$ cat src/rtl/oneshot_mon_pkg.sv
// Shared FSM encoding and default sizing for the one-shot pulse-width monitor.
package oneshot_mon_pkg;

    typedef enum logic [1:0] {
        ST_IDLE = 2'd0,
        ST_HIGH = 2'd1,
        ST_OVER = 2'd2
    } state_t;

    localparam int DEF_CNT_W = 16;
    localparam int DEF_MIN_W = 4;
    localparam int DEF_MAX_W = 1000;

endpackage

$ cat src/rtl/oneshot_monitor_sync2.sv
// Two-flop synchroniser bringing an asynchronous level into the clk domain.
module sync2 (
    input  logic clk,
    input  logic rst_n,
    input  logic d,
    output logic q
);

    logic sync_p0;

    always_ff @(posedge clk or negedge rst_n) begin
        if (!rst_n) begin
            sync_p0 <= 1'b0;
            q       <= 1'b0;
        end else begin
            sync_p0 <= d;
            q       <= sync_p0;
        end
    end

endmodule

$ cat src/rtl/oneshot_monitor.sv
// Measures the high time of a retriggerable one-shot output in clk cycles,
// flagging pulses that are too short or that saturate at MAX_W.
module oneshot_monitor
    import oneshot_mon_pkg::*;
#(
    parameter int CNT_W = DEF_CNT_W,
    parameter int MIN_W = DEF_MIN_W,
    parameter int MAX_W = DEF_MAX_W
) (
    input  logic             clk,
    input  logic             rst_n,
    input  logic             pulse_in,
    input  logic             en,
    output logic             sync_q,
    output logic             busy,
    output logic             done,
    output logic [CNT_W-1:0] width,
    output logic             short_err,
    output logic             long_err,
    output logic [7:0]       pulse_cnt
);

    localparam logic [CNT_W-1:0] MAX_C = CNT_W'(MAX_W);
    localparam logic [CNT_W-1:0] MIN_C = CNT_W'(MIN_W);
    localparam logic [CNT_W-1:0] ONE_C = CNT_W'(1);

    function automatic logic [CNT_W-1:0] sat_inc(input logic [CNT_W-1:0] v);
        return (v >= MAX_C - ONE_C) ? MAX_C : v + ONE_C;
    endfunction

    state_t           state;
    logic [CNT_W-1:0] counter;
    logic             prev_p1;
    logic             armed;
    logic [1:0]       flush_cnt;
    logic             rise;
    logic             fall;

    sync2 u_sync2 (
        .clk   (clk),
        .rst_n (rst_n),
        .d     (pulse_in),
        .q     (sync_q)
    );

    assign rise = sync_q & ~prev_p1;
    assign fall = ~sync_q & prev_p1;

    // Edge-detect stage; armed stays low after reset until a genuine low level
    // has been seen, so a pulse already high at reset release is never measured.
    always_ff @(posedge clk or negedge rst_n) begin
        if (!rst_n) begin
            prev_p1   <= 1'b0;
            armed     <= 1'b0;
            flush_cnt <= 2'd0;
            state     <= ST_IDLE;
            counter   <= '0;
            busy      <= 1'b0;
            done      <= 1'b0;
            width     <= '0;
            short_err <= 1'b0;
            long_err  <= 1'b0;
            pulse_cnt <= 8'd0;
        end else begin
            prev_p1 <= sync_q;
            done    <= 1'b0;

            if (flush_cnt != 2'd2) begin
                flush_cnt <= flush_cnt + 2'd1;
            end else if (!sync_q) begin
                armed <= 1'b1;
            end

            case (state)
                ST_IDLE: begin
                    if (rise && armed && en) begin
                        counter <= ONE_C;
                        busy    <= 1'b1;
                        if (ONE_C >= MAX_C) begin
                            counter <= MAX_C;
                            state   <= ST_OVER;
                        end else begin
                            state   <= ST_HIGH;
                        end
                    end
                end

                ST_HIGH, ST_OVER: begin
                    if (!en) begin
                        state   <= ST_IDLE;
                        busy    <= 1'b0;
                        counter <= '0;
                    end else if (fall) begin
                        done      <= 1'b1;
                        width     <= counter;
                        long_err  <= (state == ST_OVER);
                        short_err <= (state != ST_OVER) && (counter < MIN_C);
                        pulse_cnt <= pulse_cnt + 8'd1;
                        state     <= ST_IDLE;
                        busy      <= 1'b0;
                        counter   <= '0;
                    end else if (state == ST_HIGH) begin
                        counter <= sat_inc(counter);
                        if (counter >= MAX_C - ONE_C) begin
                            state <= ST_OVER;
                        end
                    end
                end

                default: begin
                    state <= ST_IDLE;
                    busy  <= 1'b0;
                end
            endcase
        end
    end

endmodule

$ cat config.mk
export PLATFORM = sky130hd
export DESIGN_NAME = oneshot_monitor
export DESIGN_NICKNAME = d
export VERILOG_FILES = /design/src/rtl/oneshot_mon_pkg.sv /design/src/rtl/oneshot_monitor_sync2.sv /design/src/rtl/oneshot_monitor.sv
export SDC_FILE = /design/constraint.sdc
export NUM_CORES = 1
export LEC_CHECK = 0
export BUFFER_PORTS_ARGS = -buffer_cell sky130_fd_sc_hd__clkbuf_2
export CORE_ASPECT_RATIO = 1.25
export CORE_MARGIN = 2
export CORE_UTILIZATION = 30
export DETAILED_ROUTE_END_ITERATION = 8
export GPL_TIMING_DRIVEN = 0
export PLACE_DENSITY_LB_ADDON = 0.05
export SETUP_SLACK_MARGIN = 0.5
export SLEW_MARGIN = 20
export SYNTH_ARGS = -nofsm -noshare
export SYNTH_HDL_FRONTEND = slang
export SYNTH_SLANG_ARGS = --single-unit
$ cat constraint.sdc
create_clock -name clk -period 3.38 [get_ports clk]
set_clock_uncertainty 0.05 [all_clocks]
set_input_delay 0.338 -clock clk [delete_from_list [all_inputs] [get_ports clk]]
set_output_delay 0.338 -clock clk [all_outputs]
set_load 0.01 [all_outputs]
Word level (Yosys, flattened, before mapping)
Cells that the tools add are included.

Add/sub/neg operators: 3. $lt $le $gt $ge: 2. Bitwise gates (word level): 5. Equal/unequal tests: 8. Mux-type cells: 19. Reductions and logical operators: 11.

Operators with widths (number): $mux 16 (5); $pmux 16 s2 (1); $add 16x1->16 const B (1); $ge 16x10->1 const B (1); $lt 16x3->1 const B (1); $mux 2 (5); $reduce_and 3->1 (3); $add 8x1->8 const B (1); $ne 4x4->1 const B (2); $mux 1 (6); $ne 2x2->1 const B (3); $pmux 2 s2 (1); $reduce_and 2->1 (2); $logic_and 1x1->1 (3); $ne 3x3->1 const B (1); $not 1->1 (3); $add 2x1->2 const B (1); $and 1x1->1 (2); $eq 2x1->1 const B (1); $eq 2x2->1 const B (1); $logic_not 2->1 (1); $pmux 1 s2 (1); $reduce_bool 2->1 (1); $reduce_or 2->1 (1).

Register bits after elaboration: 52. Output and inout bits: 29. Logic and storage cells: 61.

Logic depth before layout (Yosys ltp)
Gate-level depths: netlist of run 1.

Word-level depth: 6. Depth in mapped cells: 8.

By module
Synthesis of run 1 repeated with hierarchy kept, for this count alone.

Cell total of the unflattened synthesis: 243. Area, all modules: 2431.1 µm².

By module, submodules not included: oneshot_monitor (area each 2381.0 µm², cells an instance 241, seq. area each 1251.2 µm², instances 1); sync2 (area each 50.0 µm², cells an instance 2, seq. area each 50.0 µm², instances 1).

Worst setup path after synthesis of run 1
OpenSTA, ideal clock, no wires.

Kind: register to register. Start: register state[0]. End: register state[0]. Stages on the path, launching flop included: 9. Library setup time: 125 ps. Slack: 1450 ps. Data arrival time: 1755 ps. Path buffers: 2. Cells stage by stage: dfrtp_1 -> inv_1 -> ha_1 -> and3_1 -> clkbuf_1 -> and3_1 -> buf_4 -> nor2_2 -> mux2_4.

Word-level cells in the longest chain between the ends: 4. Elaborated cells between the ends (all ways): 9. Classes of those cells: 5 x eq/ne; 1 x mux; 3 x reduce/logical.

Ends and longest elaborated chain: start, declared (line oneshot_monitor.sv:31) `state_t state;`; start signal, assigned (line oneshot_monitor.sv:56) `state <= ST_IDLE;`; start signal, assigned (line oneshot_monitor.sv:81) `state <= ST_OVER;`; start signal, assigned (line oneshot_monitor.sv:83) `state <= ST_HIGH;`; $eq 2x2->1 or $eq 2x1->1 (tied branches) (line oneshot_monitor.sv:74, oneshot_monitor.sv:102); $reduce_or 2->1 (line oneshot_monitor.sv:74) `case (state)`; $ne 4x4->1 (no source line); $reduce_and 3->1 (no source line).

Parallel ways exist; a longest one is shown, timed or not. A chain may end at the register's enable or synchronous reset.

Worst setup path in the final report of run 1
Start: register state[1]. End: register pulse_cnt[4].

Word-level cells in the longest chain between the ends: 3. Elaborated cells between the ends (all ways): 4. Classes of those cells: 2 x eq/ne; 2 x reduce/logical.

Ends and longest elaborated chain: $eq 2x2->1 or $eq 2x1->1 (tied branches) (line oneshot_monitor.sv:74); $reduce_or 2->1 * (line oneshot_monitor.sv:74); $reduce_and 3->1 (no source line) *; end signal, assigned (line oneshot_monitor.sv:98) `pulse_cnt <= pulse_cnt + 8'd1;`; end, declared (line oneshot_monitor.sv:20) `output logic [7:0] pulse_cnt`.

Every way passes the cells marked *; elsewhere a longest branch is shown, timed or not.

==> flow_metrics.py, run 1 <==
metrics = {
    "setup_path": {
        "worstPathMaxFanout": 10,
        "crit_start": "state[1]$_DFFE_PN0P_",
        "crit_chain": "inv_1, ha_1, nand3_1, inv_1, clkbuf_1, nand4_1, xnor2_1",
        "critPathRequiredTime_ps": 3540,
        "cp.arrival_ps": 2340,
        "crit_path_frequent_cell": "inv_1",
        "crit_family": "buffers and inverters",
        "crit_path_top_delay_cell": "dfrtp_1",
        "regToRegStartpoint": "state[1]$_DFFE_PN0P_",
        "worst-path-buf-inv": 3,
        "endpoint_kind": "flip-flop",
        "critPathLaunchType": "flip-flop",
        "crit_path_max_incr_delay_ps": 420,
        "criticalPathCategory": "reg -> reg",
    },
    "power_and_ir_drop": {
        "peakVddDrop_v": 0.000191,
        "internal_power_w": 0.000996,
        "p_seq_frac": 0.498,
        "combPwrFrac": 0.251,
        "power_switching_w": 0.000507,
        "p_sw_frac": 0.338,
        "clockPowerShare": 0.251,
        "p_per_area_nw_per_um2": 546,
        "p_leak_nw": 1.37,
    },
    "timing": {
        "timing.fmax_mhz": 458,
        "setup_viol": 0,
        "hold_viol": 0,
        "worst_slew_pin_slew_ps": 549,
        "max_slew_margin": 0.633,
        "period_needed_ps": 2180,
        "period_share": 0.646,
        "rsz0062_at_grt": "false",
        "setup_tns_ps": 0,
        "drv_slew": 0,
        "fin_ws_ps": 1200,
    },
    "floorplanning": {
        "ios": 33,
        "die_h_um": 103,
        "start_util": 0.305,
        "rows": 36,
        "dieArea_um2": 8560,
        "die_w_um": 83.1,
        "core_um2": 7700,
    },
    "routing": {
        "totalWireLength_um": 5380,
        "ant_nets": 0,
        "post_drt_via_cell_ratio": 4.80,
        "num_vias": 1804,
        "route.detailed.drc": 0,
        "drt_first_pass_iters": 4,
        "wire_per_inst_um": 14.3,
        "drt_iter0_drc": 72,
    },
    "synthesis": {
        "synth_commonest_cells": "nand2_1 (62), dfrtp_1 (52), nand3_1 (14), nor2_1 (14), clkbuf_1 (9)",
        "ys_types": 38,
        "yosysWarnings": 0,
        "synth_seq_cells": 52,
        "synthCells": 239,
        "yosys-top-cells-area": "dfrtp_1 (55%), nand2_1 (9.9%), ha_1 (3.7%)",
        "yosysMostFrequentCell": "nand2_1",
        "synth_top_area_cell": "dfrtp_1",
        "yosysSeqAreaShare": 0.554,
        "synth-edff-count": 0,
        "syn_nets": 250,
        "syn_area_um2": 2350,
        "synthFlopType": "dfrtp_1",
        "avgSynthCellArea_um2": 9.83,
        "async_flop_share": 1.00,
        "yosysTopAreaCellShare": 0.554,
    },
    "cells_and_area": {
        "nNetsFinal": 291,
        "antenna_cells": 0,
        "drive_gt1_frac": 0.171,
        "final_cell_area_um2": 2750,
        "area_growth_pct": 17.3,
        "layout.cells.non_filler": 376,
    },
    "clocking": {
        "clock_tree.root_cell": "clkbuf_8",
        "clk_latency_ps": 310,
        "cts_sinks": 52,
        "cts_buffers": 5,
        "cts_max_path_buffers": 2,
        "ctsHtreeMaxLevel": 2,
        "cts.clk_slew.worst_paths_ps": 100,
        "cts_tree": "yes",
    },
    "global_routing": {
        "first_global_vias": 1813,
        "grt.total_usage": 0.135,
        "grt_pass1_wl_um": 9180,
        "grt_start_max_net_pins": 30,
        "overflow": 0,
        "antenna_found_initial": 0,
    },
    "placed_design": {
        "place_area_um2": 2650,
        "place.port_buffers": 32,
        "pre_cts_slack_ps": 1140,
        "dp_hpwl_um": 3880,
        "dp.cells": 367,
        "gp_congestion": 0.791,
    },
    "hold_path": {
        "min_from": "pulse_in",
        "min_path_type": "in -> reg",
    },
    "run_status": {
        "outcome": "finished clean",
    },
    "flow_run": {
        "drv_cap": 0,
    },
}
-- per-stage QoR --
stage	hold WS [ps]	util	power, W
finish	85.6	0.358	0.00150
detailed placement	251	0.344	0.00115
CTS	71.2	0.358	0.00153
global placement	293	0.341	0.00114
global route	58.7	0.358	0.00161
floorplan	-7.59	-	0.00100
-- per-layer routing --
| metal | vias to the layer above | share of wire | GRT usage |
|---|---|---|---|
| met3 | 9 | 0.030 | 0.0272 |
| met5 | - | 0 | 0 |
| li1 | 900 | - | - |
| met4 | 0 | 0.024 | 0.0530 |
| met1 | 863 | 0.46 | 0.167 |
| met2 | 32 | 0.49 | 0.233 |
-- registers in the layout, summed over array words and instances, names as in the netlist --
register,count
armed,1
busy,1
counter,16
done,1
flush_cnt,2
long_err,1
prev_p1,1
pulse_cnt,8
short_err,1
state,2
u_sync2.q,1
u_sync2.sync_p0,1
width,16
-- final timing paths --
path	depth (start not counted)	slack, ps	to
worst max register to register	7	1200	pulse_cnt[4]$_DFFE_PN0P_
worst min register to register	0	310	u_sync2.q$_DFF_PN0_
max in group asynchronous	3	2360	counter[10]$_DFFE_PN0P_
worst min-delay path	1	90	u_sync2.sync_p0$_DFF_PN0_
min in group asynchronous	2	440	pulse_cnt[3]$_DFFE_PN0P_
worst max-delay path	7	1200	pulse_cnt[4]$_DFFE_PN0P_
-- power groups by stage --
stage	Combinational [W]	Sequential, W	Clock (W)
final	0.000377	0.000748	0.000378
after global routing	0.000425	0.000760	0.000423
after global placement	0.000382	0.000761	0
after CTS	0.000385	0.000750	0.000398
after detailed placement	0.000383	0.000763	0
after floorplan	0.000230	0.000771	0
-- layout by cell type, fill, tap and decap left out, drive strengths merged, types with 5 or more instances in the layout --
cell type	count
a21oi	8
a2bb2oi	6
a31oi	5
clkbuf	48
dfrtp	52
ha	7
inv	7
nand2	62
nand3	14
nand4b	5
nor2	15
o21ai	7
xnor2	7
-- cell families (layout without fill, tap and decap cells) --
kind of cell             after synthesis  count (layout)  share of synthesized area
AND/OR/NAND/NOR                      116             116                      0.235
buffers and inverters                 19              61                     0.0330
XOR/XNOR                               8               8                     0.0298
adder cells (fa/ha/maj)                7               7                     0.0373
flip-flops                            52              52                      0.554
multiplexers                           1               1                    0.00639
AO/OA/AOI/OAI                         36              36                      0.104
-- area by class of cell --
class / count / area (um^2)
fillers: 811 / 4950
flip-flops and latches: 52 / 1300
multi-input cells: 168 / 970
repair buffers: 34 / 193
well taps: 95 / 119
clock buffers: 7 / 86.3
plain buffers: 12 / 51.3
inverters: 7 / 26.3
clock inverters: 1 / 7.51
-- repair_timing --
item / in CTS / in global routing
resized for setup: 0 / 0
hold buffers: 1 / 0
endpoints found under the setup margin: 0 / 0
endpoints found under the hold margin: 23 / 0
buffers inserted: 0 / 0
Note: power is estimated with default switching activity, not from simulation.
==> inputs of run 2 (changes only) <==
clock period = 2.22 ns   (was 3.38 ns; I/O delays follow)
==> flow_metrics.py, run 2 (synthesis results as in run 1) <==
metrics = {
    "setup_path": {
        "r2r_end": "state[0]$_DFFE_PN0P_",
        "regToRegStartpoint": "counter[10]$_DFFE_PN0P_",
        "rrSetupSlack_ps": 260,
        "worstPathMaxFanout": 5,
        "cp.arrival_ps": 2100,
        "crit_path_end": "state[0]$_DFFE_PN0P_",
        "crit_start": "counter[10]$_DFFE_PN0P_",
        "critPathLaunchType": "flip-flop",
        "criticalPathCategory": "reg -> reg",
        "reg2regPathDepth": 6,
        "endpoint_kind": "flip-flop",
        "critPathRequiredTime_ps": 2360,
    },
    "cells_and_area": {
        "antenna_cells": 0,
        "area_growth_pct": 25.4,
        "layout_commonest_cell": "nand2_1",
        "fillers": 784,
        "nNetsFinal": 300,
        "layout.cells.non_filler": 383,
        "reg_top3": "counter (16), width (16), pulse_cnt (8)",
        "final_cell_area_um2": 2940,
        "drive_gt1_frac": 0.278,
        "layout_common_cells": "nand2_1 (62), dfrtp_1 (50), clkbuf_2 (34), nand3_1 (13), nor2_1 (10)",
    },
    "hold_path": {
        "min_path_type": "in -> reg",
        "min_path_cells": 3,
    },
    "run_status": {
        "outcome": "finished clean",
    },
    "global_routing": {
        "antenna_found_initial": 0,
        "first_global_vias": 1807,
        "grt_start_max_net_pins": 53,
        "grt_pass1_wl_um": 9460,
        "overflow": 0,
        "grt.total_usage": 0.138,
    },
    "power_and_ir_drop": {
        "internal_power_w": 0.00171,
        "combPwrFrac": 0.297,
        "power_switching_w": 0.000808,
        "p_sw_frac": 0.321,
        "p_seq_frac": 0.453,
        "peakVddDrop_v": 0.000486,
        "p_leak_nw": 1.45,
        "clockPowerShare": 0.250,
        "p_per_area_nw_per_um2": 856,
    },
    "floorplanning": {
        "core_um2": 7700,
        "die_w_um": 83.1,
        "ios": 33,
        "die_h_um": 103,
        "start_util": 0.305,
        "rows": 36,
        "dieArea_um2": 8560,
    },
    "timing": {
        "setup_tns_ps": 0,
        "hold_slack_ps": 259,
        "setup_viol": 0,
        "hold_viol": 0,
        "worst_slew_pin_slew_ps": 741,
        "max_slew_margin": 0.506,
        "timing.fmax_mhz": 510,
        "rsz0062_at_grt": "true",
        "period_needed_ps": 1960,
        "period_share": 0.884,
        "drv_slew": 0,
    },
    "placed_design": {
        "place.port_buffers": 32,
        "dp_hpwl_um": 3800,
        "gp_congestion": 0.796,
        "place_area_um2": 2650,
        "dp.cells": 366,
    },
    "routing": {
        "post_drt_via_cell_ratio": 4.85,
        "num_vias": 1856,
        "drt_iter0_drc": 79,
        "ant_nets": 0,
        "wire_per_inst_um": 14.5,
        "totalWireLength_um": 5540,
        "drt_first_pass_iters": 4,
        "route.detailed.drc": 0,
    },
    "flow_run": {
        "drv_cap": 0,
    },
    "clocking": {
        "cts.clk_slew.worst_paths_ps": 90,
        "ctsHtreeMaxLevel": 2,
        "cts_sinks": 52,
        "cts_buffers": 5,
        "clock_tree.root_cell": "clkbuf_8",
        "cts_max_path_buffers": 2,
        "clk_latency_ps": 300,
        "cts_tree": "yes",
    },
}
==> run 2: changes by cell type in the layout (fill, tap and decap cells not counted), sizes merged <==
cell / change
clkinvlp: -1
clkbuf: -5
bufinv: +1
dlygate4sd3: +1
buf: +11
==> run 2: critical path: stages (launching register included) <==
cell and delay (ps):
dfrtp_1 400, or4_4 550, nor3_4 200, and3_4 220
buf_6 110, nor2_4 30, mux2_4 290
==> run 2: power by group through the flow <==
| stage | registers [W] | clock network, W | logic [W] |
|---|---|---|---|
| after floorplan | 0.00117 | 0 | 0.000369 |
| after global placement | 0.00116 | 0 | 0.000607 |
| after detailed placement | 0.00116 | 0 | 0.000608 |
| after CTS | 0.00114 | 0.000661 | 0.000704 |
| after global routing | 0.00116 | 0.000698 | 0.000833 |
| final | 0.00114 | 0.000629 | 0.000748 |
==> run 2: worst min path at each step <==
stage             start                         to  slack (ps)
6_report             en     counter[0]$_DFFE_PN0P_         260
5_1_grt              en     counter[0]$_DFFE_PN0P_         250
4_1_cts              en     counter[0]$_DFFE_PN0P_         220
3_5_place_dp   pulse_in  u_sync2.sync_p0$_DFF_PN0_         280
3_3_place_gp   pulse_in  u_sync2.sync_p0$_DFF_PN0_         290
2_1_floorplan     rst_n          armed$_DFFE_PN0P_        -120
==> run 2: layout make-up <==
class,instances,area [um^2],share of cell area
well taps,95,119,0.0404
plain buffers,12,95.1,0.0323
multi-input cells,168,1050,0.357
clock buffers,5,68.8,0.0234
inverters,7,26.3,0.00892
flip-flops and latches,52,1300,0.443
clock inverters,1,30.0,0.0102
repair buffers,43,250,0.0850
==> run 2: per-layer routing <==
| metal | wire length (um) | vias to the layer above | global-route usage | share of wire |
|---|---|---|---|---|
| met3 | 198 | 8 | 0.0280 | 0.036 |
| met2 | 2690 | 36 | 0.232 | 0.49 |
| met4 | 128 | 0 | 0.0517 | 0.023 |
| li1 | - | 920 | - | - |
| met5 | 0 | - | 0 | 0 |
| met1 | 2530 | 892 | 0.179 | 0.46 |
==> run 2: through the flow <==
step / util / power (W) / setup slack (ps)
after floorplan: - / 0.00154 / 301
after global placement: 0.344 / 0.00177 / 45.6
after detailed placement: 0.344 / 0.00177 / 20.5
after CTS: 0.375 / 0.00251 / 189
after global routing: 0.382 / 0.00269 / 173
final: 0.382 / 0.00252 / 258
==> run 2: timing repair <==
item                                    in CTS  in global routing
pin swaps                                   10                  3
endpoints found under the setup margin      43                 34
gates resized for setup                     22                 22
hold buffers                                 2                  0
setup buffers                                8                  1
endpoints found under the hold margin       53                  0
